File: config.mk
export PLATFORM = sky130hd
export DESIGN_NAME = if_fetch_unit
export DESIGN_NICKNAME = d
export VERILOG_FILES = /design/src/rtl/if_pkg.sv /design/src/rtl/if_instr_mem.sv /design/src/rtl/if_fetch_unit.sv
export SDC_FILE = /design/constraint.sdc
export NUM_CORES = 1
export LEC_CHECK = 0
export CORE_UTILIZATION = 25
export DETAILED_ROUTE_END_ITERATION = 12
export PLACE_DENSITY = 0.43
export RECOVER_POWER = 25
export SETUP_SLACK_MARGIN = 0.05
export SYNTH_ARGS = -nofsm -noshare
export SYNTH_HDL_FRONTEND = slang
export SYNTH_SLANG_ARGS = --single-unit
File: constraint.sdc
create_clock -name clk -period 3.3 [get_ports clk]
set_input_delay 0.495 -clock clk [delete_from_list [all_inputs] [get_ports clk]]
set_output_delay 0.495 -clock clk [all_outputs]
set_load 0.02 [all_outputs]
File: src/rtl/if_pkg.sv
// Shared types and defaults for the instruction-fetch stage.
// Provides the run-control state enum and the default opcode/width constants.
package if_pkg;

    localparam int AW_DEF = 4;
    localparam logic [7:0] NOP_DEF = 8'h00;
    localparam logic [7:0] HALT_DEF = 8'hFF;

    typedef enum logic [1:0] {
        IDLE = 2'd0,
        RUN  = 2'd1,
        HALT = 2'd2
    } if_state_e;

endpackage

File: src/rtl/if_instr_mem.sv
// Instruction store: 2**AW x 8 words, synchronous write, asynchronous read.
// Ports: clk, we/waddr/wdata (write port), raddr/rdata (read port).
module if_instr_mem #(
    parameter int AW = 4
) (
    input  logic          clk,
    input  logic          we,
    input  logic [AW-1:0] waddr,
    input  logic [7:0]    wdata,
    input  logic [AW-1:0] raddr,
    output logic [7:0]    rdata
);

    logic [7:0] mem [2**AW];

    always_ff @(posedge clk) begin
        if (we) begin
            mem[waddr] <= wdata;
        end
    end

    assign rdata = mem[raddr];

endmodule

File: src/rtl/if_fetch_unit.sv
// Fetch stage: PC, instruction store and IDLE/RUN/HALT run control.
// Ports: clk, reset (sync, active-low), start, prog_we/prog_addr/prog_data,
//   stall, redirect/redirect_addr -> ins_out, pc_out, fetch_valid, halted.
// Optional: IF_FETCH_CNT_EN adds fetch_cnt[15:0] (saturating fetch count).
module if_fetch_unit
    import if_pkg::*;
#(
    parameter int         AW        = AW_DEF,
    parameter logic [7:0] NOP_CODE  = NOP_DEF,
    parameter logic [7:0] HALT_CODE = HALT_DEF
) (
    input  logic          clk,
    input  logic          reset,
    input  logic          start,
    input  logic          prog_we,
    input  logic [AW-1:0] prog_addr,
    input  logic [7:0]    prog_data,
    input  logic          stall,
    input  logic          redirect,
    input  logic [AW-1:0] redirect_addr,
    output logic [7:0]    ins_out,
    output logic [AW-1:0] pc_out,
    output logic          fetch_valid,
    output logic          halted
`ifdef IF_FETCH_CNT_EN
    ,
    output logic [15:0]   fetch_cnt
`endif
);

    if_state_e     state;
    logic [AW-1:0] pc;
    logic [7:0]    rd_data;
    logic          mem_we;

    // Programming only in IDLE, and never on a reset edge.
    assign mem_we = reset && (state == IDLE) && prog_we;

    if_instr_mem #(.AW(AW)) u_mem (
        .clk   (clk),
        .we    (mem_we),
        .waddr (prog_addr),
        .wdata (prog_data),
        .raddr (pc),
        .rdata (rd_data)
    );

    // A taken branch squashes the word fetched this cycle.
    always_comb begin
        ins_out     = NOP_CODE;
        fetch_valid = 1'b0;
        if (state == RUN && !redirect) begin
            ins_out     = rd_data;
            fetch_valid = 1'b1;
        end
    end

    assign pc_out = pc;
    assign halted = (state == HALT);

    always_ff @(posedge clk) begin
        if (!reset) begin
            state <= IDLE;
            pc    <= '0;
        end else begin
            case (state)
                IDLE: begin
                    if (start) begin
                        state <= RUN;
                    end
                end
                RUN: begin
                    if (redirect) begin
                        pc <= redirect_addr;
                    end else if (stall) begin
                        pc <= pc;
                    end else if (rd_data == HALT_CODE) begin
                        state <= HALT;
                    end else begin
                        pc <= pc + 1'b1;
                    end
                end
                HALT: begin
                    state <= HALT;
                end
                default: begin
                    state <= IDLE;
                    pc    <= '0;
                end
            endcase
        end
    end

`ifdef IF_FETCH_CNT_EN
    always_ff @(posedge clk) begin
        if (!reset) begin
            fetch_cnt <= '0;
        end else if (state == RUN && fetch_valid && !stall
                     && fetch_cnt != 16'hFFFF) begin
            fetch_cnt <= fetch_cnt + 16'd1;
        end
    end
`endif

endmodule
==> flow_metrics.py, run 1 <==
metrics = {
    "clock_tree": {
        "htreeDepth": 4,
        "postCtsHoldBufs": 0,
        "clk_latency_ns": 0.42,
        "clk_pin_slew_worst_paths_ns": 0.06,
        "cts_made_buffers": 17,
        "cts_tree": "done",
        "cts_sinks": 138,
        "ctsLongestPathBuffers": 2,
        "clock_tree.root_cell": "clkbuf_16",
    },
    "logic_synthesis": {
        "synth_top_area_cell": "edfxtp_1",
        "ys.flop_type": "edfxtp_1",
        "synth_edf_count": 128,
        "synth_area_per_cell_um2": 18.13,
        "synth_top_area_share_pct": 67.53,
        "synth-seq-cells": 138,
        "synthCells": 314,
        "syn_area_um2": 5692,
        "synth.yosys.seq_area_share_pct": 71.05,
        "yosys-top-cells-area": "edfxtp_1 (68%), mux4_2 (6.7%), mux2i_1 (3.9%), dfxtp_1 (3.5%), mux4_1 (3.2%)",
        "synth_nets": 340,
        "yosysWarnings": 0,
        "synthArstFlopShare_pct": 0,
        "synth_cell_types": 40,
    },
    "floorplan": {
        "row_count": 54,
        "core_um2": 22090,
        "die_h_um": 152.9,
        "io_pins": 36,
        "die_area_um2": 23370,
        "die-width_um": 152.9,
        "initial_core_util_pct": 25.76,
    },
    "pwr": {
        "p_sw_mw": 1.178,
        "finalPower_mw": 4.791,
        "leakage_nw": 2.300,
        "p_per_area_nw_per_um2": 670.4,
        "sw_frac_of_total_pct": 24.58,
        "seqPwrFrac_pct": 41.4,
        "vdd_drop_max_mv": 0.2433,
        "power.internal_mw": 3.614,
        "p_clk_share_pct": 43.5,
        "p_comb_share_pct": 15.1,
    },
    "sta": {
        "slew_violations": 0,
        "hold_violations": 0,
        "setup_tns_ns": 0,
        "rsz0062_at_grt": "no",
        "max_freq_mhz": 321.7,
        "finalSetupViolCount": 0,
        "final.min_clock_period_ns": 3.109,
        "relSlewSlack_pct": 56.52,
        "worst_pin_slew_ns": 0.6502,
        "fin_ws_ns": 0.1911,
        "fin_crit_sh_pct": 94.21,
        "skew_ns": 0.006777,
    },
    "critical_path": {
        "critPathRequiredTime_ns": 2.80,
        "startpoint_type": "flop",
        "arrival_ns": 2.61,
        "cp_max_fo": 18,
        "worstSetupEndpointType": "output port",
        "critical_path_class": "flop to output port",
    },
    "detailed_routing": {
        "ant_nets": 0,
        "drtIter0Drc": 227,
        "via_per_inst": 4.518,
        "vias": 3027,
        "route.detailed.drc": 0,
        "first_pass_iters": 4,
        "wl_um": 13100,
        "wl_per_cell_um": 19.55,
    },
    "global_route": {
        "grt_pass1_vias": 3140,
        "grt_max_degree": 25,
        "grt_util_all_layers_pct": 11.91,
        "antenna_found_initial": 1,
        "grt-ovfl-total": 0,
        "grt_pass1_wl_um": 19790,
    },
    "place": {
        "preCtsSetupSlack_ns": 0.3519,
        "dp_hpwl_um": 8669,
        "portBuffers": 35,
        "place_area_um2": 6470,
        "dp.cells": 638,
        "place_congestion": 0.7445,
    },
    "layout": {
        "design_area_um2": 7147,
        "diodes": 0,
        "area_growth_pct": 25.57,
        "final_cells": 670,
        "layout_common_cells": "edfxtp_1 (128), clkdlybuf4s50_1 (28), mux2i_1 (22)",
        "n_fill_cell": 2099,
        "nNetsFinal": 403,
        "final_common_cell": "edfxtp_1",
        "drive_gt1_share_pct": 21.28,
    },
    "status": {
        "status": "completed",
    },
    "run": {
        "maxCapViolCount": 0,
    },
    "worst_hold_path": {
        "hold_start": "state[1]$_SDFFE_PN0P_",
        "min-delay-path-class": "flop to flop",
    },
}
-- sequential cells by signal, summed over array words and instances (netlist names), named ones only --
register	cells
pc_out	4
state	2
u_mem.mem	128
-- kinds of logic after synthesis --
kind of cell / share of synthesized area [%]
compound gates: 6.837
xor+xnor: 0.1539
fa+ha+maj: 0.8793
buf+inv: 2.264
flops: 71.05
mux: 14.03
simple gates: 4.792
-- cell usage after synthesis (2+ instances only) --
library cell  number
a21oi_1            7
a221oi_1           8
a22oi_1            9
a22oi_2            4
and2_1             3
buf_1              2
buf_12             2
buf_2              2
clkbuf_1           2
dfxtp_1           10
edfxtp_1         128
ha_1               4
inv_1              8
mux2i_1           22
mux4_1             7
mux4_2            17
nand2_1           17
nand2b_1           2
nand3_1            6
nor2_1            18
nor2b_1            4
nor3_1             6
o21ai_0            6
o31ai_1            4
-- worst max-delay path: stages, from the launching register on --
cell	delay, ns
dfxtp_2	0.38
buf_12	0.21
mux4_1	0.62
a22oi_1	0.31
a21oi_1	0.12
clkdlybuf4s50_1	0.56
-- power by group through the flow --
stage	combinational (mW)	sequential, mW	clock (mW)
after floorplan	0.500	2.01	0
after CTS	0.740	1.98	2.13
after detailed placement	0.738	2.02	0
after global routing	0.791	1.99	2.20
final	0.724	1.98	2.09
after global placement	0.732	2.01	0
-- final timing paths --
kind / cells past startpoint / slack, ns / endpoint
max reg2reg: 8 / 0.59 / flop
min reg2reg: 2 / 0.49 / state[1]$_SDFFE_PN0P_
min: 2 / 0.49 / state[1]$_SDFFE_PN0P_
max: 5 / 0.19 / ins_out[2]
-- routing by layer --
| layer | GRT usage [%] | part of all wire [%] | routed length, µm | up-vias |
|---|---|---|---|---|
| met5 | 0 | 0 | 0 | - |
| met4 | 4.473 | 1.4 | 185 | 0 |
| met3 | 3.119 | 3.5 | 462 | 14 |
| met2 | 20.86 | 51 | 6746 | 69 |
| met1 | 13.96 | 44 | 5705 | 1535 |
| li1 | - | - | - | 1409 |
-- cell type report --
class                      instances  area, µm²  share of cell area (%)
multi-input combinational        157       1536                   21.50
timing repair buffer              55      534.3                   7.475
clock inverter                    13      217.7                   3.046
tap                              280      350.3                   4.902
inverter                           8      30.03                  0.4202
sequential                       138       4045                   56.60
clock buffer                      19      432.9                   6.057
-- timing repair --
item | in CTS | in global routing
setup buffers | 0 | 0
resized for setup | 0 | 8
setup endpoints to repair | 0 | 8
-- per-stage QoR --
step                      hold WS (ns)  utilization, %
after floorplan                 0.4547               -
after global placement          0.4669           29.28
after detailed placement        0.4847           29.28
after CTS                       0.4929           32.23
after global routing            0.5171           32.35
final                           0.4917           32.35
(Power assumes the default switching activity.)
==> run 2: changes to the inputs <==
--- a/config.mk
+++ b/config.mk
@@ -6,6 +6,7 @@
 export NUM_CORES = 1
 export LEC_CHECK = 0
 export CORE_UTILIZATION = 25
+export CTS_CLUSTER_DIAMETER = 200
 export DETAILED_ROUTE_END_ITERATION = 12
 export PLACE_DENSITY = 0.43
 export RECOVER_POWER = 25
==> constraint.sdc (replaced) <==
create_clock -name clk -period 3.1 [get_ports clk]
set_input_delay 0.465 -clock clk [delete_from_list [all_inputs] [get_ports clk]]
set_output_delay 0.465 -clock clk [all_outputs]
set_load 0.02 [all_outputs]
==> run 2 against run 1 <==
Core utilization down 0.51 points. Die area is the same. Worst hold slack got worse by 0.010 ns. Sequential share of layout area rose by 0.91 points. Flip-flop and latch count is the same. Routed wire length fell by 1.5%. Cell count stayed put. Power is 2.6% lower. Combinational power is 7.0% higher. Final area decreased by 1.6%. Largest power group is now sequential cells.
==> flow_metrics.py, run 2 (synthesis gave the netlist of run 1 again) <==
metrics = {
    "status": {
        "status": "completed",
    },
    "pwr": {
        "p_sw_mw": 1.179,
        "p_clk_share_pct": 38.2,
        "leakage_nw": 2.307,
        "seqPwrFrac_pct": 45.2,
        "sw_frac_of_total_pct": 25.25,
        "finalPower_mw": 4.669,
        "power.internal_mw": 3.490,
        "vdd_drop_max_mv": 0.2972,
        "p_comb_share_pct": 16.6,
        "p_per_area_nw_per_um2": 663.7,
    },
    "clock_tree": {
        "cts_sinks": 138,
        "htreeDepth": 4,
        "post-cts-setup-buffers": 0,
        "cts_made_buffers": 17,
        "clock_tree.root_cell": "clkbuf_16",
        "cts_tree": "done",
        "ctsLongestPathBuffers": 2,
        "clk_pin_slew_worst_paths_ns": 0.05,
        "postCtsHoldBufs": 0,
        "clk_latency_ns": 0.42,
    },
    "global_route": {
        "grt_max_degree": 25,
        "grt_util_all_layers_pct": 11.75,
        "grt-ovfl-total": 0,
        "grt_pass1_wl_um": 19600,
        "antenna_found_initial": 0,
        "grt_pass1_vias": 3112,
    },
    "detailed_routing": {
        "first_pass_iters": 4,
        "drtIter0Drc": 235,
        "vias": 3048,
        "wl_per_cell_um": 19.26,
        "ant_nets": 0,
        "route.detailed.drc": 0,
        "wl_um": 12900,
        "via_per_inst": 4.549,
    },
    "critical_path": {
        "startpoint_type": "flop",
        "path_buf_inv": 2,
        "worstSetupEndpointType": "output port",
        "worstPathCellList": "buf_12, mux4_1, a22oi_1, a21oi_1, dlygate4sd2_1",
        "reg2reg_depth": 8,
        "rrSetupSlack_ns": 0.41,
        "critPathRequiredTime_ns": 2.63,
        "critPathMaxStageDelay_ns": 0.63,
        "arrival_ns": 2.45,
        "crit_family": "multiplexers",
        "crit_slowest_cell": "mux4_1",
        "critical_path_class": "flop to output port",
        "cp_max_fo": 12,
    },
    "layout": {
        "drive_gt1_share_pct": 20.51,
        "regMostFlops": "u_mem.mem",
        "final_cells": 670,
        "n_fill_cell": 2105,
        "final_core_util_pct": 31.84,
        "area_growth_pct": 23.59,
        "diodes": 0,
        "final_common_cell": "edfxtp_1",
        "nNetsFinal": 407,
        "layout_common_cells": "edfxtp_1 (128), mux2i_1 (22), clkdlybuf4s50_1 (22)",
        "largest_reg_flops": 128,
    },
    "worst_hold_path": {
        "min-delay-path-class": "flop to flop",
        "hold_end": "state[1]$_SDFFE_PN0P_",
        "hold_start": "state[1]$_SDFFE_PN0P_",
        "whs_path_depth": 2,
    },
    "floorplan": {
        "io_pins": 36,
        "initial_core_util_pct": 25.76,
        "die_area_um2": 23370,
        "row_count": 54,
        "core_um2": 22090,
        "die-width_um": 152.9,
        "die_h_um": 152.9,
    },
    "sta": {
        "setup_tns_ns": 0,
        "skew_ns": 0.006276,
        "worst_pin_slew_ns": 0.6076,
        "final.min_clock_period_ns": 2.915,
        "holdWs_ns": 0.4816,
        "max_freq_mhz": 343.1,
        "fin_crit_sh_pct": 94.03,
        "relSlewSlack_pct": 59.34,
        "rsz0062_at_grt": "no",
        "slew_violations": 0,
        "finalSetupViolCount": 0,
        "hold_violations": 0,
    },
    "place": {
        "dp_hpwl_um": 8783,
        "place_congestion": 0.7482,
        "portBuffers": 35,
        "dp.cells": 641,
    },
    "run": {
        "maxCapViolCount": 0,
    },
}
[run 2: how the worst max path moves through the flow]
stage,start,end,slack [ns],cells past startpoint
2_1_floorplan,flop,ins_out[0],0.87,7
3_3_place_gp,redirect,ins_out[2],0.30,5
3_5_place_dp,redirect,ins_out[2],0.26,5
4_1_cts,flop,ins_out[5],0.07,5
5_1_grt,flop,ins_out[7],0.05,6
6_report,flop,ins_out[1],0.19,5
[run 2: routing by layer]
layer	share of wire [%]	track usage [%]
met2	52	20.31
met3	3.6	3.232
met1	43	13.95
met5	0	0
met4	1.4	4.329
[run 2: metrics by stage]
stage	instance area, µm²	worst slack, ns
final	7034	0.1851
after global routing	7034	0.05304
after CTS	6999	0.06846
after detailed placement	6480	0.2594
after global placement	6480	0.2997
after floorplan	5692	0.8727
[run 2: timing repair]
| item | CTS | global route |
|---|---|---|
| setup endpoints to repair | 8 | 5 |
| gates cloned | 0 | 1 |
| gates resized for setup | 8 | 4 |
[run 2: final cells by class]
class	count	area, µm²	area share, %
clock inverters	9	80.08	1.138
inverters	8	30.03	0.4269
repair buffers	59	569.3	8.093
multi-input cells	157	1526	21.70
clock buffers	19	432.9	6.154
flip-flops and latches	138	4045	57.51
well taps	280	350.3	4.980
[run 2: worst min-delay path, delay by kind of cell, from the launching register on]
kind	cells	cell delay, ns
flip-flops	1	0.32
AND/OR/NAND/NOR	1	0.06
multiplexers	1	0.05
[run 2: power by group through the flow]
stage               Sequential (mW)  Clock, mW  Combinational, mW
detailed placement             2.14          0              0.781
finish                         2.11       1.78              0.775
CTS                            2.11       1.82              0.780
floorplan                      2.14          0              0.533
global route                   2.12       1.90              0.839
global placement               2.14          0              0.774
==> RTL edit, RTL diff (flow settings as in run 2) <==
Re-encode `if_state_e` (3 states) as one-hot, 3 bits wide.
--- a/src/rtl/if_pkg.sv
+++ b/src/rtl/if_pkg.sv
@@ -6,10 +6,10 @@
     localparam logic [7:0] NOP_DEF = 8'h00;
     localparam logic [7:0] HALT_DEF = 8'hFF;
 
-    typedef enum logic [1:0] {
-        IDLE = 2'd0,
-        RUN  = 2'd1,
-        HALT = 2'd2
+    typedef enum logic [2:0] {
+        IDLE = 3'b001,
+        RUN  = 3'b010,
+        HALT = 3'b100
     } if_state_e;
 
 endpackage
Formal check against the unedited RTL: no difference found for any inputs over 4 cycles, from zero or initial values and one cycle with reset low; so few cycles prove little.
==> RTL edit against run 2 <==
Routed wire length is 2.6% higher; maximum frequency shrank 2.7%; cell area increased by 2.5%; cell count increased by 0.60%; sequential cell count is 1 higher; worst setup slack worse by 0.082 ns; synthesized area is 0.44% higher; count of clock-buffer cells in the layout down 2; synthesized cell count shrank 0.96%.
Power is not compared: it rests on default switching activity, and its combinational part moved more than twofold at a synthesized area within 25%.
==> RTL edit: results (changes against run 2) <==
Run status -> finished, final reports clean
WP data arrival -> 2.53 ns (+0.08 ns)
Skew final -> 0.0118 ns (+0.00548 ns)
Critical path fanouts, max -> 4 (-8)
Max_slew headroom -> 0.559 (-0.0343)
Syn Nets -> 334 (-1.8%)
Placed Cells incl. Taps -> 638 (-0.47%)
Synth top area cells -> edfxtp_1 (67%), mux4_2 (7.1%), mux4_1 (4.6%)
DRT Pass-1 Iters -> 4 (unchanged)
Final nets -> 404 (-0.74%)
Compound-Gate Fraction of Synth Area -> 0.0479 (-0.0204)
Clock power share -> 0.475
Comb group -> 0.000134 W
Delay-heaviest family, CP -> multiplexers
Hold endpoint -> state[2]$_SDFFE_PN0P_
R2R depth -> 9 (+1)
Synth Area in XOR/XNOR -> 0.00306 (+0.00153)
Sw Share -> 0.209
Setup WS pre-CTS -> 0.134 ns (-0.125 ns)
DP Area -> 6540 um^2 (+0.93%)
PnR worst setup slack -> 0.104 ns (-0.0816 ns)
Via/cell ratio -> 4.55 (+0.12%)
Hold Startpoint -> state[0]$_SDFFE_PN1P_
Maximum vdd drop -> 0.303 mV
Worst hold path cell count -> 1 (-1)
Fraction of layout cells with a size suffix above 1 -> 0.256 (+0.0512)
Final design utilization -> 0.326 (+0.00798)
Hpwl dp -> 9040 um (+2.9%)
Total wire length -> 13200 um (+2.6%)
First-pass GRT wire length -> 20100 um (+2.6%)
DR iter-0 viols -> 158 (-33%)
Top cells by count, synth -> edfxtp_1 (128), mux4_2 (18), nor2_1 (18), mux2i_1 (16), nand2_1 (14)
Post-synthesis sequential area ratio -> 0.711 (about the same)
Final weighted congestion in routability-driven placement -> 0.711 (-5.0%)
# fillers -> 2109 (+0.19%)
Hold crit path type -> reg2reg
Vias in the first global route -> 3161 (+1.6%)
Mux contribution to synthesized area -> 0.149 (+0.00858)
Synth Area in Adders -> 0.00219 (-0.00660)
Largest net degree at the start of global routing -> 27 (+8.0%)
Total track usage -> 0.120 (+0.00253)
CP max stage delay -> 0.57 ns (-0.06 ns)
Number of synthesized flops with an enable pin -> 128 (unchanged)
Clk buf depth -> 2 (unchanged)
Hold Worst Slack -> 0.513 ns (+0.0319 ns)
Reg2reg setup slack -> 0.65 ns (+0.24 ns)
Netlist cell types -> 45 (+13%)
Vias -> 3070 (+0.72%)
Post-Synthesis Cells -> 311 (-0.96%)
==> RTL edit: what timing repair did <==
item | in CTS | in global routing
hold buffers | 0 | 0
hold endpoints to repair | 0 | 0
gates cloned | 0 | 0
endpoints found under the setup margin | 8 | 5
setup buffers | 3 | 1
resized for setup | 18 | 7
==> RTL edit: final cells by class <==
| class | count | share of cell area |
|---|---|---|
| Clock buffer | 17 | 0.0590 |
| Clock inverter | 15 | 0.0227 |
| Inverter | 3 | 0.00156 |
| Multi-Input combinational cell | 158 | 0.223 |
| Sequential cell | 139 | 0.564 |
| Tap cell | 280 | 0.0486 |
| Timing Repair Buffer | 62 | 0.0810 |
==> RTL edit: layer usage <==
metal  GRT usage  share of wire  wire (um)  vias up
li1            -              -          -     1417
met1       0.154           0.46       6110     1588
met2       0.194           0.49       6470       55
met3      0.0380          0.040        534       10
met4      0.0346         0.0091        121        0
met5           0              0          0        -
